[src/rtl/instr_mem_loader_if.sv]
// rtl/instr_mem_loader_if.sv - byte stream in and IF memory write port out of the instruction loader
interface instr_mem_loader_if #(
   parameter int PC_SIZE = 10
);
   logic [7:0]         rx_data;
   logic               rx_valid;
   logic               rx_ready;
   logic [PC_SIZE-1:0] PC_write;
   logic [31:0]        instruction_in;
   logic               reset_IF_memory;

   modport master (
      input  rx_data,
      input  rx_valid,
      output rx_ready,
      output PC_write,
      output instruction_in,
      output reset_IF_memory
   );

   modport slave (
      output rx_data,
      output rx_valid,
      input  rx_ready,
      input  PC_write,
      input  instruction_in,
      input  reset_IF_memory
   );
endinterface

[src/rtl/instr_mem_loader.sv]
// rtl/instr_mem_loader.sv - loads a length-prefixed instruction stream into IF memory; LOADER_CHECKSUM_EN adds a trailing XOR check byte
module instr_mem_loader #(
   parameter int PC_SIZE = 10,
   parameter int PC_STEP = 4
) (
   input  logic               clock,
   input  logic               reset,
   input  logic               load_start,
   instr_mem_loader_if.master bus,
   output logic               core_reset,
   output logic               busy,
   output logic               done,
   output logic               error
);
   localparam int unsigned MAX_WORDS = (32'd1 << PC_SIZE) / PC_STEP;

   typedef enum logic [2:0] {
      S_IDLE,
      S_LEN_LO,
      S_LEN_HI,
      S_COLLECT,
      S_WRITE,
      S_DONE,
      S_ERROR
`ifdef LOADER_CHECKSUM_EN
      , S_CHECK
`endif
   } state_t;

   state_t state_q, state_d;

   logic rx_ready_q, rx_ready_d;
   logic wr_q, wr_d;
   logic core_reset_q, core_reset_d;
   logic busy_q, busy_d;
   logic done_q, done_d;
   logic error_q, error_d;

   logic [PC_SIZE-1:0] pc_q;
   logic [31:0]        instr_q;
   logic [15:0]        len_q;
   logic [15:0]        count_q;
   logic [1:0]         byte_idx_q;
   logic [23:0]        shift_q;
`ifdef LOADER_CHECKSUM_EN
   logic [7:0]         csum_q;
`endif

   logic        accept;
   logic        start_ok;
   logic [15:0] hdr_len;
   logic        len_bad;
   logic        last_word;

   // a byte moves only when the loader advertised ready and the source has data
   assign accept    = bus.rx_valid && rx_ready_q;
   assign start_ok  = load_start && ((state_q == S_IDLE) || (state_q == S_DONE) || (state_q == S_ERROR));
   assign hdr_len   = {bus.rx_data, len_q[7:0]};
   assign len_bad   = (hdr_len == 16'd0) || (32'(hdr_len) > MAX_WORDS);
   assign last_word = (count_q + 16'd1) == len_q;

   // state register plus registered control outputs
   always_ff @(posedge clock) begin
      if (reset) begin
         state_q      <= S_IDLE;
         rx_ready_q   <= 1'b0;
         wr_q         <= 1'b0;
         core_reset_q <= 1'b1;
         busy_q       <= 1'b0;
         done_q       <= 1'b0;
         error_q      <= 1'b0;
      end else begin
         state_q      <= state_d;
         rx_ready_q   <= rx_ready_d;
         wr_q         <= wr_d;
         core_reset_q <= core_reset_d;
         busy_q       <= busy_d;
         done_q       <= done_d;
         error_q      <= error_d;
      end
   end

   // next state, and control outputs decoded from the state being entered
   always_comb begin
      state_d = state_q;
      case (state_q)
         S_IDLE, S_DONE, S_ERROR: begin
            if (load_start) state_d = S_LEN_LO;
         end
         S_LEN_LO: begin
            if (accept) state_d = S_LEN_HI;
         end
         S_LEN_HI: begin
            if (accept) state_d = len_bad ? S_ERROR : S_COLLECT;
         end
         S_COLLECT: begin
            if (accept && (byte_idx_q == 2'd3)) state_d = S_WRITE;
         end
         S_WRITE: begin
            if (last_word) begin
`ifdef LOADER_CHECKSUM_EN
               state_d = S_CHECK;
`else
               state_d = S_DONE;
`endif
            end else begin
               state_d = S_COLLECT;
            end
         end
`ifdef LOADER_CHECKSUM_EN
         S_CHECK: begin
            if (accept) state_d = (bus.rx_data == csum_q) ? S_DONE : S_ERROR;
         end
`endif
         default: state_d = S_IDLE;
      endcase

      rx_ready_d   = (state_d == S_LEN_LO) || (state_d == S_LEN_HI) || (state_d == S_COLLECT);
`ifdef LOADER_CHECKSUM_EN
      if (state_d == S_CHECK) rx_ready_d = 1'b1;
`endif
      wr_d         = (state_d == S_WRITE);
      core_reset_d = (state_d != S_DONE);
      busy_d       = !((state_d == S_IDLE) || (state_d == S_DONE) || (state_d == S_ERROR));
      done_d       = (state_d == S_DONE);
      error_d      = (state_d == S_ERROR);
   end

   // header capture, little-endian word assembly, write address and word count
   always_ff @(posedge clock) begin
      if (reset) begin
         pc_q       <= '0;
         instr_q    <= '0;
         len_q      <= '0;
         count_q    <= '0;
         byte_idx_q <= '0;
         shift_q    <= '0;
`ifdef LOADER_CHECKSUM_EN
         csum_q     <= '0;
`endif
      end else begin
         if (start_ok) begin
            pc_q       <= '0;
            count_q    <= '0;
            byte_idx_q <= '0;
`ifdef LOADER_CHECKSUM_EN
            csum_q     <= '0;
`endif
         end
         if (accept) begin
            case (state_q)
               S_LEN_LO: len_q[7:0]  <= bus.rx_data;
               S_LEN_HI: len_q[15:8] <= bus.rx_data;
               S_COLLECT: begin
                  // earlier bytes sink toward bit 0 so the first byte ends up least significant
                  shift_q    <= {bus.rx_data, shift_q[23:8]};
                  byte_idx_q <= byte_idx_q + 2'd1;
`ifdef LOADER_CHECKSUM_EN
                  csum_q     <= csum_q ^ bus.rx_data;
`endif
                  if (byte_idx_q == 2'd3) instr_q <= {bus.rx_data, shift_q};
               end
               default: ;
            endcase
         end
         if (state_q == S_WRITE) begin
            pc_q    <= pc_q + PC_SIZE'(PC_STEP);
            count_q <= count_q + 16'd1;
         end
      end
   end

   assign bus.rx_ready        = rx_ready_q;
   assign bus.PC_write        = pc_q;
   assign bus.instruction_in  = instr_q;
   assign bus.reset_IF_memory = wr_q;
   assign core_reset          = core_reset_q;
   assign busy                = busy_q;
   assign done                = done_q;
   assign error               = error_q;
endmodule

[src/flat_wrapper.sv]
// flat-port wrapper written by rule: the top's interface ports become plain ports
module instr_mem_loader_flat 
#(
   parameter int PC_SIZE = 10,
   parameter int PC_STEP = 4
)
  (clock, reset, load_start, core_reset, busy, done, error, bus_rx_data, bus_rx_valid, bus_rx_ready, bus_PC_write, bus_instruction_in, bus_reset_IF_memory);
  instr_mem_loader_if #(.PC_SIZE(PC_SIZE)) bus_i ();
  input  logic clock;
  input  logic reset;
  input  logic load_start;
  output logic core_reset;
  output logic busy;
  output logic done;
  output logic error;
  input wire logic [$bits(bus_i.rx_data)-1:0] bus_rx_data;
  input wire logic [$bits(bus_i.rx_valid)-1:0] bus_rx_valid;
  output wire logic [$bits(bus_i.rx_ready)-1:0] bus_rx_ready;
  output wire logic [$bits(bus_i.PC_write)-1:0] bus_PC_write;
  output wire logic [$bits(bus_i.instruction_in)-1:0] bus_instruction_in;
  output wire logic [$bits(bus_i.reset_IF_memory)-1:0] bus_reset_IF_memory;
  assign bus_i.rx_data = bus_rx_data;
  assign bus_i.rx_valid = bus_rx_valid;
  assign bus_rx_ready = bus_i.rx_ready;
  assign bus_PC_write = bus_i.PC_write;
  assign bus_instruction_in = bus_i.instruction_in;
  assign bus_reset_IF_memory = bus_i.reset_IF_memory;
  instr_mem_loader #(.PC_SIZE(PC_SIZE), .PC_STEP(PC_STEP)) u_core (.clock(clock), .reset(reset), .load_start(load_start), .bus(bus_i), .core_reset(core_reset), .busy(busy), .done(done), .error(error));
endmodule
[config.mk]
export PLATFORM = sky130hd
export DESIGN_NAME = instr_mem_loader_flat
export DESIGN_NICKNAME = d
export VERILOG_FILES = /design/src/rtl/instr_mem_loader_if.sv /design/src/rtl/instr_mem_loader.sv /design/src/flat_wrapper.sv
export SDC_FILE = /design/constraint.sdc
export NUM_CORES = 1
export LEC_CHECK = 0
export BUFFER_PORTS_ARGS = -buffer_cell sky130_fd_sc_hd__buf_2
export CAP_MARGIN = 10
export CORE_ASPECT_RATIO = 0.8
export CORE_MARGIN = 2
export CORE_UTILIZATION = 31
export CTS_CLUSTER_DIAMETER = 200
export DETAILED_ROUTE_END_ITERATION = 16
export PLACE_DENSITY = 0.51
export REMOVE_ABC_BUFFERS = 1
export SYNTH_ARGS = -nofsm -noshare
export SYNTH_HDL_FRONTEND = slang
export SYNTH_SLANG_ARGS = --single-unit
[constraint.sdc]
create_clock -name clock -period 2.8 [get_ports clock]
set_input_delay 0.56 -clock clock [delete_from_list [all_inputs] [get_ports clock]]
set_output_delay 0.56 -clock clock [all_outputs]
set_load 0.005 [all_outputs]
==> impl_metrics.toml <==
[timing]
fmax_mhz = 396.0
clock_skew_ns = 0.007805
hold_ws_ns = 0.4519
rsz0062_at_grt = "false"
finalSetupTns_ns = 0
setup_violations = 0
fin_crit_ns = 2.525
finalHoldViolations = 0
drv_slew = 0
min_period_over_period = 0.9019
max_slew_margin = 0.5567
tightest_slew_ns = 0.6634

[detailed_routing]
avgRoutedWirePerCell_um = 14.18
drtIter0Drc = 318
wirelength_mm = 11.64
first_pass_iters = 4
postRouteAntennaNets = 0
num_vias = 4127
via_per_inst = 5.027
drc_errors = 0

[power]
p_comb_frac = 0.043
power_frac_clock = 0.447
p_int_w = 0.002314
power.static_leakage_nw = 2.034
powerDensity_mw_per_mm2 = 554.7
irDropWorstVdd_uv = 340.4
pwr-share-seq = 0.510
switching_share = 0.2350
p_switching_w = 0.0007108

[synth]
ys_seq_area_frac = 0.4547
synth_top_family_by_area = "simple AND/OR/NAND/NOR gates"
yosys.area_share.xor_xnor = 0.04276
synth_edf_count = 0
yosys.cell_types.count = 50
synthSimpleGateAreaFrac = 0.2518
mappedNetlistArea_mm2 = 0.004711
yosys_register_bits = 107
synth.avg_cell_area_um2 = 7.971
synthMuxAreaShare = 0.04090
synth_fa_ha_area_frac = 0.007968
synth-compound-area-share = 0.1530
async_flop_share = 0
synthCells = 591
synth_ff_type = "dfxtp_1"
yosysWarnings = 0

[floorplan]
die_w_um = 141.8
ios = 60
start_util = 0.3159
core_area_mm2 = 0.01491
die_height_um = 114.3
num_rows = 40
dieArea_mm2 = 0.01620

[clock_tree]
cts_resized = 0
cts_num_sinks = 107
cts_tree = "done"
numCtsBuffers = 9
postCtsSetupRepairBufs = 0
cts_hold_buf = 0
clk_path_buf_depth = 2
clk_latency_ns = 0.35
clk_pin_slew_worst_paths_ns = 0.07
htreeDepth = 3
clock-root-buffer = "clkbuf_16"

[global_routing]
grt_overflow = 0
grtUsageTotal = 0.1444
grt_max_degree = 86
grt_pass1_vias = 3680
grt_pass1_wl_mm = 18.91
antenna_found_initial = 0

[finish]
drive_gt1_frac = 0.1503
final_common_cell = "nand2_1"
num-fill-cells = 1568
fin_nets = 642
syn_to_final_growth_pct = 15.75
antenna_cells = 0
final_cell_mix = "nand2_1 (133), dfxtp_1 (107), a21oi_1 (87)"

[setup_path]
startpoint_type = "register"
cp-end-kind = "register"
required_ns = 3.06
reg2reg_slack_ns = 0.27
worst-setup-path-type = "reg -> reg"
cp.arrival_ns = 2.79
critPathMaxFanout = 8

[place]
gp_congestion = 0.8600
portBuffers = 57
hpwlAfterDp_mm = 7.964

[run]
maxCapViolCount = 0

[status]
status = "complete, no violations"

[worst_hold_path]
hold_path_class = "reg -> reg"
state kept, by name, summed over array words and instances (netlist names), 2 cells and up:
name	count
u_core.bus.PC_write	8
u_core.bus.instruction_in	32
u_core.byte_idx_q	2
u_core.count_q	16
u_core.len_q	16
u_core.shift_q	24
u_core.state_q	3
cell families after synthesis:
logic type               Yosys count
adder cells (fa/ha/maj)            3
other                              1
buffers and inverters             50
AND/OR/NAND/NOR                  257
flip-flops                       107
XOR/XNOR                          23
multiplexers                      19
AO/OA/AOI/OAI                    131
synthesized netlist by cell type, drive strengths merged, types with 3 or more instances:
cell / n / area, µm²
o21ai: 22 / 110.1
buf: 3 / 18.76
and3: 4 / 25.02
or4: 5 / 45.04
and4: 3 / 26.28
nand3b: 5 / 37.54
a31oi: 5 / 31.28
nor4: 9 / 56.30
a211oi: 5 / 37.54
a21oi: 87 / 435.4
xnor2: 15 / 131.4
nand3: 18 / 90.09
nand4: 5 / 31.28
or3: 11 / 68.82
xor2: 8 / 70.07
dfxtp: 107 / 2142
nand2: 133 / 499.2
clkbuf: 40 / 181.4
mux2i: 17 / 170.2
nor2: 43 / 161.4
inv: 7 / 26.28
nor3: 7 / 35.03
ha: 3 / 37.54
worst max-delay path, cell delays in order (launching register included):
cell and delay [ns]:
dfxtp_1 0.45, ha_1 0.31, nand3_1 0.29, or4_1 0.54
xnor2_1 0.20, o211a_1 0.21, nand4_1 0.17, a211oi_1 0.27
power groups by stage:
stage | Clock [W] | Sequential [W] | Combinational [W]
6_report | 0.00135 | 0.00154 | 0.000131
5_1_grt | 0.00144 | 0.00154 | 0.000144
4_1_cts | 0.00138 | 0.00154 | 0.000131
3_5_place_dp | 0 | 0.00158 | 0.000131
3_3_place_gp | 0 | 0.00158 | 0.000128
2_1_floorplan | 0 | 0.00157 | 0.0000587
per-stage QoR:
step                      setup WS, ns  total power [W]    util  std cells  area [µm²]
after CTS                       0.2965         0.003053  0.3656        821        5453
after floorplan                 0.5126         0.001633       -        549        4514
after global placement          0.4323         0.001705  0.3440        805        5131
final                           0.2746         0.003024  0.3656        821        5453
after global routing           0.08518         0.003126  0.3656        821        5453
after detailed placement        0.3172         0.001708  0.3440        805        5131
final timing paths:
kind	start	to	cells past startpoint
worst min register to register	u_core.shift_q[2]	u_core.bus.instruction_in[2]	2
worst max-delay path	u_core.count_q[0]	u_core.bus.reset_IF_memory	7
worst min-delay path	u_core.shift_q[2]	u_core.bus.instruction_in[2]	2
worst max register to register	u_core.count_q[0]	u_core.bus.reset_IF_memory	7
area by class of cell:
class                      instances  area (µm²)  area share
multi-input combinational        435        2351      0.4312
sequential                       107        2142      0.3928
timing repair buffer              67       375.4     0.06884
clock buffer                      10       239.0     0.04383
tap                              189       236.5     0.04337
clock inverter                     6       82.58     0.01514
inverter                           7       26.28    0.004819
routing by layer:
metal / track usage / vias up / routed length (µm)
met2: 0.2117 / 99 / 4944
met5: 0 / - / 0
met4: 0.04000 / 0 / 166
met3: 0.03304 / 13 / 571
met1: 0.2122 / 1929 / 5960
li1: - / 2086 / -
Note: power is estimated with default switching activity, not from simulation.
